--- config.mk ---
export PLATFORM = sky130hd
export DESIGN_NAME = uart_mult_byte_tx
export DESIGN_NICKNAME = d
export VERILOG_FILES = /design/src/rtl/uart_pkt_pkg.sv /design/src/rtl/uart_byte_tx.sv /design/src/rtl/uart_mult_byte_tx.sv
export SDC_FILE = /design/constraint.sdc
export NUM_CORES = 1
export LEC_CHECK = 0
export CORE_ASPECT_RATIO = 1.2
export CORE_MARGIN = 1
export CORE_UTILIZATION = 41
export CTS_BUF_LIST = sky130_fd_sc_hd__clkbuf_8
export DETAILED_ROUTE_END_ITERATION = 6
export GPL_ROUTABILITY_DRIVEN = 0
export PLACE_DENSITY = 0.71
export SYNTH_ARGS = -nofsm -noshare
export SYNTH_HDL_FRONTEND = slang
export SYNTH_HIERARCHICAL = 1
export SYNTH_SLANG_ARGS = --single-unit
--- constraint.sdc ---
create_clock -name sys_clk -period 5 [get_ports sys_clk]
set_input_delay 1.25 -clock sys_clk [delete_from_list [all_inputs] [get_ports sys_clk]]
set_output_delay 1.25 -clock sys_clk [all_outputs]
set_load 0.05 [all_outputs]
--- src/rtl/uart_pkt_pkg.sv ---
// -----------------------------------------------------------------------------
// uart_pkt_pkg
// Constants and types shared by the multi-byte UART packet transmitter and
// its matching receiver: frame header/tail bytes, payload byte count, and the
// control FSM state encoding.
// -----------------------------------------------------------------------------
package uart_pkt_pkg;

  localparam logic [7:0] HDR0 = 8'hAA;
  localparam logic [7:0] HDR1 = 8'h55;
  localparam logic [7:0] TAIL = 8'h0D;

  // dataA, dataB hi/lo, dataC hi/lo, dataD
  localparam int PAYLOAD_BYTES = 6;

  typedef enum logic [2:0] {
    ST_IDLE = 3'd0,
    ST_LOAD = 3'd1,
    ST_SEND = 3'd2,
    ST_NEXT = 3'd3,
    ST_DONE = 3'd4
  } tx_state_t;

endpackage

--- src/rtl/uart_byte_tx.sv ---
// -----------------------------------------------------------------------------
// uart_byte_tx
// Single-byte 8N1 serializer: start bit 0, eight data bits LSB first, stop
// bit 1, each bit held BAUD_CNT clock cycles.
//
// Ports:
//   sys_clk    clock, rising edge
//   sys_rst_n  asynchronous active-low reset (line forced idle high)
//   start      begin a byte; honoured only while busy is low
//   data[7:0]  byte to send, captured on start
//   busy       high while a byte is on the line
//   done       high during the last cycle of the stop bit
//   txd        serial line, idle high
// -----------------------------------------------------------------------------
module uart_byte_tx #(
  parameter int BAUD_CNT = 434
) (
  input  logic       sys_clk,
  input  logic       sys_rst_n,
  input  logic       start,
  input  logic [7:0] data,
  output logic       busy,
  output logic       done,
  output logic       txd
);

  localparam int CW = (BAUD_CNT > 1) ? $clog2(BAUD_CNT) : 1;

  logic [CW-1:0] baud_cnt;
  logic [3:0]    bit_idx;   // 0 = start, 1..8 = data, 9 = stop
  logic [8:0]    shift;     // remaining data bits, refilled with 1s
  logic          bit_end;

  assign bit_end = busy && (baud_cnt == CW'(BAUD_CNT - 1));
  // Combinational so the controller can launch the next byte with minimal idle.
  assign done    = bit_end && (bit_idx == 4'd9);

  // NOTE: sequential state uses non-blocking assignments so every register
  // samples pre-edge values; blocking here would create order-dependent races.
  always_ff @(posedge sys_clk or negedge sys_rst_n) begin
    if (!sys_rst_n) begin
      busy     <= 1'b0;
      baud_cnt <= '0;
      bit_idx  <= 4'd0;
      shift    <= '1;
      txd      <= 1'b1;
    end else if (!busy) begin
      if (start) begin
        busy     <= 1'b1;
        baud_cnt <= '0;
        bit_idx  <= 4'd0;
        shift    <= {1'b1, data};
        txd      <= 1'b0;
      end
    end else if (bit_end) begin
      baud_cnt <= '0;
      if (bit_idx == 4'd9) begin
        busy <= 1'b0;
        txd  <= 1'b1;
      end else begin
        bit_idx <= bit_idx + 4'd1;
        txd     <= shift[0];
        shift   <= {1'b1, shift[8:1]};
      end
    end else begin
      baud_cnt <= baud_cnt + CW'(1);
    end
  end

endmodule

--- src/rtl/uart_mult_byte_tx.sv ---
// -----------------------------------------------------------------------------
// uart_mult_byte_tx
// Sends one framed packet per accepted request:
//   AA 55 pack_num dataA dataB[15:8] dataB[7:0] dataC[15:8] dataC[7:0] dataD
//   [checksum] 0D
// The checksum byte (8-bit sum of pack_num..dataD) is present only when the
// macro UART_TX_CHECKSUM_EN is defined; otherwise the frame is 10 bytes.
//
// Ports:
//   sys_clk     clock, rising edge
//   sys_rst_n   asynchronous active-low reset; aborts any frame in progress
//   send_req    single-cycle request, ignored while busy or in DONE
//   dataA..D    payload fields, latched on accept
//   send_busy   high from the cycle after accept until the done pulse
//   send_done   one-cycle pulse at frame completion (busy low in that cycle)
//   pack_num    frame sequence number, increments at each send_done
//   uart_txd    serial line, idle high
// -----------------------------------------------------------------------------
module uart_mult_byte_tx
  import uart_pkt_pkg::*;
#(
  parameter int CLK_FREQ = 50_000_000,
  parameter int UART_BPS = 115200
) (
  input  logic        sys_clk,
  input  logic        sys_rst_n,
  input  logic        send_req,
  input  logic [7:0]  dataA,
  input  logic [15:0] dataB,
  input  logic [15:0] dataC,
  input  logic [7:0]  dataD,
  output logic        send_busy,
  output logic        send_done,
  output logic [7:0]  pack_num,
  output logic        uart_txd
);

  localparam int BAUD_CNT = CLK_FREQ / UART_BPS;
`ifdef UART_TX_CHECKSUM_EN
  localparam int FRAME_LEN = PAYLOAD_BYTES + 5;
`else
  localparam int FRAME_LEN = PAYLOAD_BYTES + 4;
`endif

  tx_state_t   state, next_state;
  logic [3:0]  byte_idx;
  logic [3:0]  sel_idx;
  logic        last_byte;
  logic        byte_start, byte_busy, byte_done;
  logic [7:0]  tx_byte;
  logic [7:0]  a_q, d_q;
  logic [15:0] b_q, c_q;

  assign last_byte = (byte_idx == 4'(FRAME_LEN - 1));

  // State register
  always_ff @(posedge sys_clk or negedge sys_rst_n) begin
    if (!sys_rst_n) state <= ST_IDLE;
    else            state <= next_state;
  end

  // Next-state logic
  // NOTE: every always_comb output gets a default first, so no path can
  // leave it unassigned and infer a latch.
  always_comb begin
    next_state = state;
    unique case (state)
      ST_IDLE: if (send_req) next_state = ST_LOAD;
      ST_LOAD: next_state = ST_SEND;
      ST_SEND: if (byte_done) next_state = ST_NEXT;
      ST_NEXT: next_state = last_byte ? ST_DONE : ST_SEND;
      ST_DONE: next_state = ST_IDLE;   // a request here is dropped
      default: next_state = ST_IDLE;
    endcase
  end

  // Outputs. In NEXT the following byte is launched straight away, so the
  // line idles for a single cycle between stop and start bits.
  always_comb begin
    byte_start = 1'b0;
    sel_idx    = byte_idx;
    send_busy  = 1'b0;
    send_done  = 1'b0;
    unique case (state)
      ST_LOAD: begin
        send_busy  = 1'b1;
        byte_start = !byte_busy;
      end
      ST_SEND: send_busy = 1'b1;
      ST_NEXT: begin
        send_busy  = 1'b1;
        sel_idx    = byte_idx + 4'd1;
        byte_start = !last_byte && !byte_busy;
      end
      ST_DONE: send_done = 1'b1;
      default: ;
    endcase
  end

  // Payload latch, byte index and sequence number
  always_ff @(posedge sys_clk or negedge sys_rst_n) begin
    if (!sys_rst_n) begin
      a_q      <= 8'h00;
      b_q      <= 16'h0000;
      c_q      <= 16'h0000;
      d_q      <= 8'h00;
      byte_idx <= 4'd0;
      pack_num <= 8'h00;
    end else begin
      if (state == ST_IDLE && send_req) begin
        a_q      <= dataA;
        b_q      <= dataB;
        c_q      <= dataC;
        d_q      <= dataD;
        byte_idx <= 4'd0;
      end
      if (state == ST_NEXT) byte_idx <= byte_idx + 4'd1;
      if (state == ST_DONE) pack_num <= pack_num + 8'd1;
    end
  end

`ifdef UART_TX_CHECKSUM_EN
  logic [7:0] checksum;
  assign checksum = pack_num + a_q + b_q[15:8] + b_q[7:0] +
                    c_q[15:8] + c_q[7:0] + d_q;
`endif

  // Byte mux
  always_comb begin
    tx_byte = TAIL;
    case (sel_idx)
      4'd0: tx_byte = HDR0;
      4'd1: tx_byte = HDR1;
      4'd2: tx_byte = pack_num;
      4'd3: tx_byte = a_q;
      4'd4: tx_byte = b_q[15:8];
      4'd5: tx_byte = b_q[7:0];
      4'd6: tx_byte = c_q[15:8];
      4'd7: tx_byte = c_q[7:0];
      4'd8: tx_byte = d_q;
`ifdef UART_TX_CHECKSUM_EN
      4'd9: tx_byte = checksum;
`endif
      default: tx_byte = TAIL;
    endcase
  end

  uart_byte_tx #(
    .BAUD_CNT (BAUD_CNT)
  ) u_byte_tx (
    .sys_clk   (sys_clk),
    .sys_rst_n (sys_rst_n),
    .start     (byte_start),
    .data      (tx_byte),
    .busy      (byte_busy),
    .done      (byte_done),
    .txd       (uart_txd)
  );

endmodule
==> results of run 1 <==
==> final timing paths <==
| kind | start | endpoint | depth (start not counted) |
|---|---|---|---|
| setup / recovery | state[1] | send_done | 3 |
| hold / removal | u_byte_tx/shift[7] | u_byte_tx/shift[7] | 2 |
| setup reg to reg | state[2] | u_byte_tx/shift[6] | 9 |
| hold reg to reg | u_byte_tx/shift[7] | u_byte_tx/shift[7] | 2 |
| max in group asynchronous | sys_rst_n | u_byte_tx/shift[6] | 2 |
| min in group asynchronous | sys_rst_n | u_byte_tx/baud_cnt[3] | 1 |
==> state kept, by name (all words and copies together) (netlist names) <==
register	count
u_byte_tx/txd	1
d_q	8
b_q	16
pack_num	8
u_byte_tx/busy	1
u_byte_tx/baud_cnt	9
a_q	8
byte_idx	4
u_byte_tx/bit_idx	4
u_byte_tx/shift	8
state	3
c_q	16
==> final cells by class <==
type	instances	area [sq um]
Timing Repair Buffer	63	623
Sequential cell	86	2160
Clock buffer	9	124
Clock inverter	7	77.6
Fill cell	916	5240
Inverter	12	45.0
Multi-Input combinational cell	268	2090
Tap cell	129	161
==> synth_stat cells (6+ instances only) <==
| cell | number |
|---|---|
| o21ai_0 | 23 |
| xnor2_1 | 6 |
| inv_1 | 12 |
| mux2i_1 | 6 |
| nand2_1 | 29 |
| mux2_2 | 49 |
| xor2_1 | 6 |
| nor2_1 | 19 |
| o221a_1 | 7 |
| or2_2 | 7 |
| clkbuf_1 | 7 |
| a31oi_1 | 7 |
| buf_2 | 11 |
| ha_1 | 8 |
| dfrtp_1 | 77 |
| a21oi_1 | 15 |
| nand3_1 | 14 |
| dfstp_2 | 9 |
==> power breakdown <==
group / total (mW) / switching (mW) / internal, mW
logic: 0.936 / 0.455 / 0.481
registers: 1.22 / 0.222 / 0.993
clock network: 0.502 / 0.266 / 0.236
==> per-stage QoR <==
stage,hold WS (ps),utilization,power (mW)
floorplan,450,-,1.92
global placement,460,0.483,2.12
detailed placement,471,0.483,2.16
CTS,485,0.502,2.67
global route,519,0.502,2.82
finish,481,0.502,2.65
==> cells by family (layout without fill, tap and decap cells) <==
| logic type | count (synthesis) | after routing | synth area share |
|---|---|---|---|
| compound gates | 84 | 84 | 0.134 |
| xor+xnor | 13 | 13 | 0.0273 |
| fa+ha+maj | 8 | 8 | 0.0225 |
| buf+inv | 37 | 91 | 0.0437 |
| flops | 86 | 86 | 0.487 |
| mux | 58 | 58 | 0.153 |
| simple gates | 105 | 105 | 0.133 |
==> routing by layer <==
metal,vias to the layer above,global-route usage
met4,0,0.102
li1,1524,-
met1,1574,0.232
met3,25,0.0290
met5,-,0
met2,82,0.295
==> worst max-delay path, cell delays in order (launching register included) <==
cell and delay, ps:
dfrtp_1 510, nor2_1 170, and2_1 250, clkdlybuf4s50_1 840
==> results.md, run 1 <==
- The run finished with clean final reports.
- Summed over all cells, the static leakage comes to between 2 and 2.5 nW.
- The number of buffers added to fix hold violations after cts is 0.
- The flip-flop cell with the highest count after synthesis is dfrtp_1.
- Based on the critical path, the design can be clocked at up to 296 MHz.
- STA classifies the critical path startpoint as a flop.
- The wire-length estimate of the detail-placed layout is between 6 and 7 mm.
- The floorplan step set the die height to 116 microns.
- The number of buffers inserted to repair setup after CTS is 0.
- The final-report max-slew violation count is 0.
- The max-cap violation count is 0.
- The die area is 0.0113 sq mm.
- Of the available clock period, the critical path in the final layout requires 0.675.
- By startpoint and endpoint, the worst setup path is classified as flop to output port.
- The min-delay analysis places its worst path in the category flop to flop.
- Setup violations remaining at the end of the flow were counted as 0.
- The total number of H-tree levels is 3.
- In this run the tightest slew margin relative to its limit is 0.255.
- For this configuration, the core starts out at a cell density of 0.422.
- The leading cell type in the layout, fill and taps excluded is dfrtp_1.
- The count of different cell masters after synthesis is between 50 and 60.
- The number of nets handed over by synthesis was 450.
- The final cell count without fillers is around 570.
- The final standard cell area without fillers is about 0.0053 sq mm.
- Yosys mapped a number of flops with a built-in enable equal to 0.
- The tree is rooted in a clkbuf_8.
- The pre-antenna-repair detailed-routing pass consisted of 4 iterations.
- TritonCTS built the clock tree.
- The top cell type's share of synthesized area is 0.434.
- The per-cell routed wire length is 16.8 microns.
- The total number of nets in the final design is about 500.
- The number of buffers added by the clock tree synthesis step is 9.
- The largest fanout on the critical path is 8.
- After synthesis the netlist holds a flip-flop and latch count of 86.
- Once detail routing completed, the nets flagged for antenna violations numbered 0.
- The aggregate global-route resource usage is 0.181.
- The clock transition at the registers of the reported paths is 90 ps.
- The detailed router put a total of about 4.3 mm of wire on met1.
- The capturing element type of the critical path is an output port.
- The average vias per placed instance is about 5.6.
- Wire segments on met2 add up to roughly 4.7 mm in the final route.
- The post-synthesis async set-or-reset flop share is 1.00.
- Once placement completed, the tool counted placed cells totaling between 500 and 600.
- The post-cts gate resize count is 0.
- In the layout the commonest cells are dfrtp_1 (77), clkdlybuf4s50_1 (60), mux2_2 (49).
- The layout cell share with drive strength beyond 1 is 0.220.
- Input and output buffers added on the ports amount to a little over 60.
- After synthesis the cells add up to roughly 0.0044 sq mm.
- Data on the critical path arrives at its endpoint at roughly 2100 ps.
- The overflow left after global routing is 0.
- Before CTS, the worst setup slack after placement is 1630 ps.
- Synthesis produced a netlist whose cell count is slightly below 400.
- The final wirelength is 9.66 mm.
- The share of the yosys chip area belonging to registers is 0.487.
- The highest metal layer with signal wires is met4.
- Entering global routing, the biggest net connects 57 pins.
- The number of vias in the routed layout is about 3200.
- The worst-case register-to-register setup slack is 1970 ps.
- Between clock sinks in the finished design, the worst skew comes to roughly 8.5 ps.
- The final critical delay including setup and external delays is about 3400 ps.
- The hold violation count in the final report is 0.
- The power per standard cell area is 503 mW/mm^2.
- The mean area per synthesized cell is 11.4 sq um.
- The die extent in x is around 97 microns.
- During synthesis, Yosys emitted a total of 6 warnings.
- By area the synthesized netlist is led by dfrtp_1 (43%), mux2_2 (12%), dfstp_2 (5.3%).
- The post-layout worst setup margin is ~1600 ps.
- The clock latency of the later-clocked register in the worst-skew pair is 360 ps.
- The maximum clock path buffer count is 2.
- The required time of the critical path is ~3800 ps.
- The cell type contributing the most total cell area after synthesis is dfrtp_1.
- Setup repair after global routing left no endpoint under its margin.
- The accumulated negative setup slack is 0 ps.
- The pin slew with the least headroom to its limit is 1120 ps.
- The first routing iteration left 169 violations.
- The first global-routing pass estimated about 16 mm of wire.
- The area growth from synthesis to layout is 18.9%.
- The total placed instance area is between 0.005 and 0.006 sq mm.
- The via count of the first global-routing pass was ~3300.
- The routed length on met3 is ~350 microns.
- The initialized floorplan defines between 40 and 50 standard-cell rows.
- The clock drives 86 sinks.
- The number of antenna diodes in the final layout is 0.
- The number of antenna violations at the first check in global routing is 0.
- The area of the core is 0.0105 sq mm.
- Across the VDD grid, the largest voltage drop is ~250 uV.
- The I/O pin count is 62.
- The post-route DRC violation count is 0.
No activity file was read; power rests on OpenSTA's default activity.
==> run 2: changes to the inputs <==
Clock period 5 ns to 3.4 ns, I/O delays scaled along.
==> run 2 against run 1 <==
  * Clock skew is 1.1 ps higher
  * Sequential power up 49%
  * Sequential cell count unchanged
  * Critical path depth unchanged
  * Sequential share of layout area down 0.49 points
  * Cell count grew 0.17%
  * Critical endpoint unchanged
==> results.md, run 2 (same netlist as run 1, synthesis figures left out) <==
- The combined buffer and inverter count along the critical path was 1 (unchanged).
- The core utilization of the finished layout is 0.508 (+0.00607).
- The area of the core is 0.0105 sq mm (unchanged).
- The register cell area after layout came to 0.00216 sq mm (unchanged).
- The final-report max-slew violation count was 0 (unchanged).
- The reg-to-reg critical path startpoint is state[1].
- The first-pass GRT wire length is 16.1 mm (-0.12%).
- The relative max-transition margin is 0.283 (+0.0287).
- The maximum vdd drop was 420 uV (+69%).
- The post-route DRC violation count came to 0 (unchanged).
- TritonCTS built the clock tree.
- The overflow left after global routing is 0 (unchanged).
- The critical path is of the flop to output port type.
- The vertical die dimension is 116 microns (unchanged).
- The critical path's largest stage delay is 840 ps (about the same).
- The total power is 4.05 mW (+53%).
- The number of violations reported at the end of detailed-routing iteration 0 is 199 (+18%).
- The flow ran to the end, and the final reports show no timing, DRC or antenna violations.
- The startpoint of the most critical hold path is u_byte_tx/txd.
- The power dissipated by switching net loads came to 1.39 mW (+47%).
- The number of antenna violations at the first check in global routing is 0 (unchanged).
- The via count of the first global-routing pass is 3231 (-1.6%).
- The hold violation count in the final report was 0 (unchanged).
- The final-report setup violation count is 0 (unchanged).
- The worst setup path is captured at an output port.
- The die extent in x is 97.0 microns (unchanged).
- Clock tree synthesis selected as its root buffer the cell clkbuf_8.
- The critical path arrival is 2130 ps (about the same).
- In this design, the largest share of critical-path delay is due to buffers and inverters.
- The aggregate global-route resource usage is 0.182 (+0.00104).
- The average vias per placed instance is 5.64 (+0.95%).
- The starting density of the core is 0.422 (unchanged).
- The switching portion of total power was 0.342 (-0.0138).
- The layout cell share with drive strength beyond 1 is 0.222 (+0.00175).
- The clock power share is 0.215 (+0.026).
- The maximum clock path buffer count came to 2 (unchanged).
- The largest fanout on the critical path is 8 (unchanged).
- The worst min-delay path category is flop to flop.
- The number of buffers inserted to repair setup after CTS is 0 (unchanged).
- The maximum clock skew at final layout is 9.59 ps (+1.12 ps).
- The final-layout fill cell count is 917 (+0.11%).
- The number of buffers added by the clock tree synthesis step was 9 (unchanged).
- The leakage dissipation is 2.29 nW (+1.4%).
- The number of vias in the routed layout was 3241 (+1.1%).
- The total number of clock tree sinks came to 86 (unchanged).
- The worst-case register-to-register setup slack is 530 ps (-1440 ps).
- After layout, the minimum clock period comes to 2980 ps.
- The post-synthesis to final-layout area growth is 20.3%.
- The per-cell routed wire length is 17.0 microns (+1.0%).
- The clock transition at the registers of the reported paths is 90 ps (about the same).
- The total inserted antenna cells was 0 (unchanged).
- Setup repair after global routing left no endpoint under its margin.
- The signal on the critical path passes through nor2_1 -> and2_1 -> clkdlybuf4s50_1.
- The power per standard cell area came to 759 mW/mm^2 (+51%).
- The clock latency of the later-clocked register in the worst-skew pair is 360 ps (about the same).
- The library cell used most frequently in the layout, excluding fill and tap cells, is dfrtp_1.
- The max-cap violation count is 0 (unchanged).
- The top achievable clock speed is about 340 MHz.
- The share of power burned in registers was 0.449 (-0.009).
- The pin slew with the least headroom to its limit is 1080 ps (-43.1 ps).
- The number of nets with antenna violations after routing was 0 (unchanged).
- The combinational fraction of design power is 0.336 (-0.017).
- The internal portion of total power is 2.67 mW (+56%).
- The first-pass iteration count of the detailed router is 4 (unchanged).
- The final wirelength is 9.78 mm (+1.2%).
- The detailed-placement wirelength estimate came to 7.07 mm (+2.9%).
- The number of buffers added to fix hold violations after cts was 0 (unchanged).
- The total number of H-tree levels came to 3 (unchanged).
- The area used by multi-input combinational logic is 0.00209 sq mm (unchanged).
- The post-cts gate resize count was 0 (unchanged).
- Among all stages on the critical path, the largest delay is contributed by clkdlybuf4s50_1.
- The cell count of the worst reg-to-reg path is 11 (+2).
- The die area is 0.0113 sq mm (unchanged).
- The required time of the critical path is 2550 ps (-1200 ps).
- The total number of nets in the final design is 500 (+0.20%).
- The maximum number of pins on one net before global-route repair is 87 (+53%).
- The accumulated negative setup slack is 0 ps (unchanged).
- The cell row count was 41 (unchanged).
- The largest registers in the layout are b_q: 16 flops, c_q: 16 flops, u_byte_tx/baud_cnt: 9 flops.
- The critical register-to-register path endpoint is u_byte_tx/shift[3].
- The I/O pin count is 62 (unchanged).
- The number of port buffers came to 61 (unchanged).
- The endpoint with the worst hold slack is u_byte_tx/txd.
- The nature of the critical path startpoint is a flop.
- In the layout the commonest cells are dfrtp_1 (77), clkdlybuf4s50_1 (60), mux2_2 (49).
- In the finished design, the share of the clock period the worst path needs comes to 0.877.
- The cell count of the worst hold path is 2 (unchanged).
## run 2: cell count changes in the layout (fill, tap and decap cells not counted)
cell and change:
buf_12 +1, bufinv_16 +2, clkinv_4 +1, clkinvlp_4 -1
inv_6 -2
## run 2: how the worst max path moves through the flow
stage / cells after the start / endpoint / start
3_3_place_gp: 9 / u_byte_tx/shift[6] / state[1]
4_1_cts: 3 / send_done / state[1]
2_1_floorplan: 10 / u_byte_tx/shift[5] / state[1]
6_report: 3 / send_done / state[1]
3_5_place_dp: 11 / u_byte_tx/shift[3] / state[2]
5_1_grt: 3 / send_done / state[1]
## run 2: power groups by stage
stage	clock network [mW]	registers (mW)	logic [mW]
2_1_floorplan	0	1.64	1.17
3_3_place_gp	0	1.82	1.31
3_5_place_dp	0	1.83	1.36
4_1_cts	0.892	1.82	1.36
5_1_grt	0.934	1.88	1.51
6_report	0.871	1.82	1.36
## run 2: worst min-delay path, cell delays in order (launching register included)
cell	delay [ps]
dfstp_2	370
o311ai_0	70
nand2_1	50
## run 2: metrics by stage
step                instance area, sq um  instances  setup WS, ps  hold WS, ps
floorplan                           4440        391           901          450
global placement                    5100        559           653          463
detailed placement                  5100        559           572          487
CTS                                 5340        575           395          500
global route                        5340        575           308          518
finish                              5340        575           419          494
## run 2: area by class of cell
class | count | share of cell area
flip-flops and latches | 86 | 0.405
clock inverters | 7 | 0.0227
well taps | 129 | 0.0302
inverters | 12 | 0.00843
repair buffers | 64 | 0.120
clock buffers | 9 | 0.0232
multi-input cells | 268 | 0.390
## run 2: layer usage
layer  vias up  wire length [microns]  global-route usage
li1       1531                      -                   -
met1      1597                   4370               0.232
met2        90                   4730               0.300
met3        23                    344              0.0229
met4         0                    340               0.110
met5         -                      0                   0
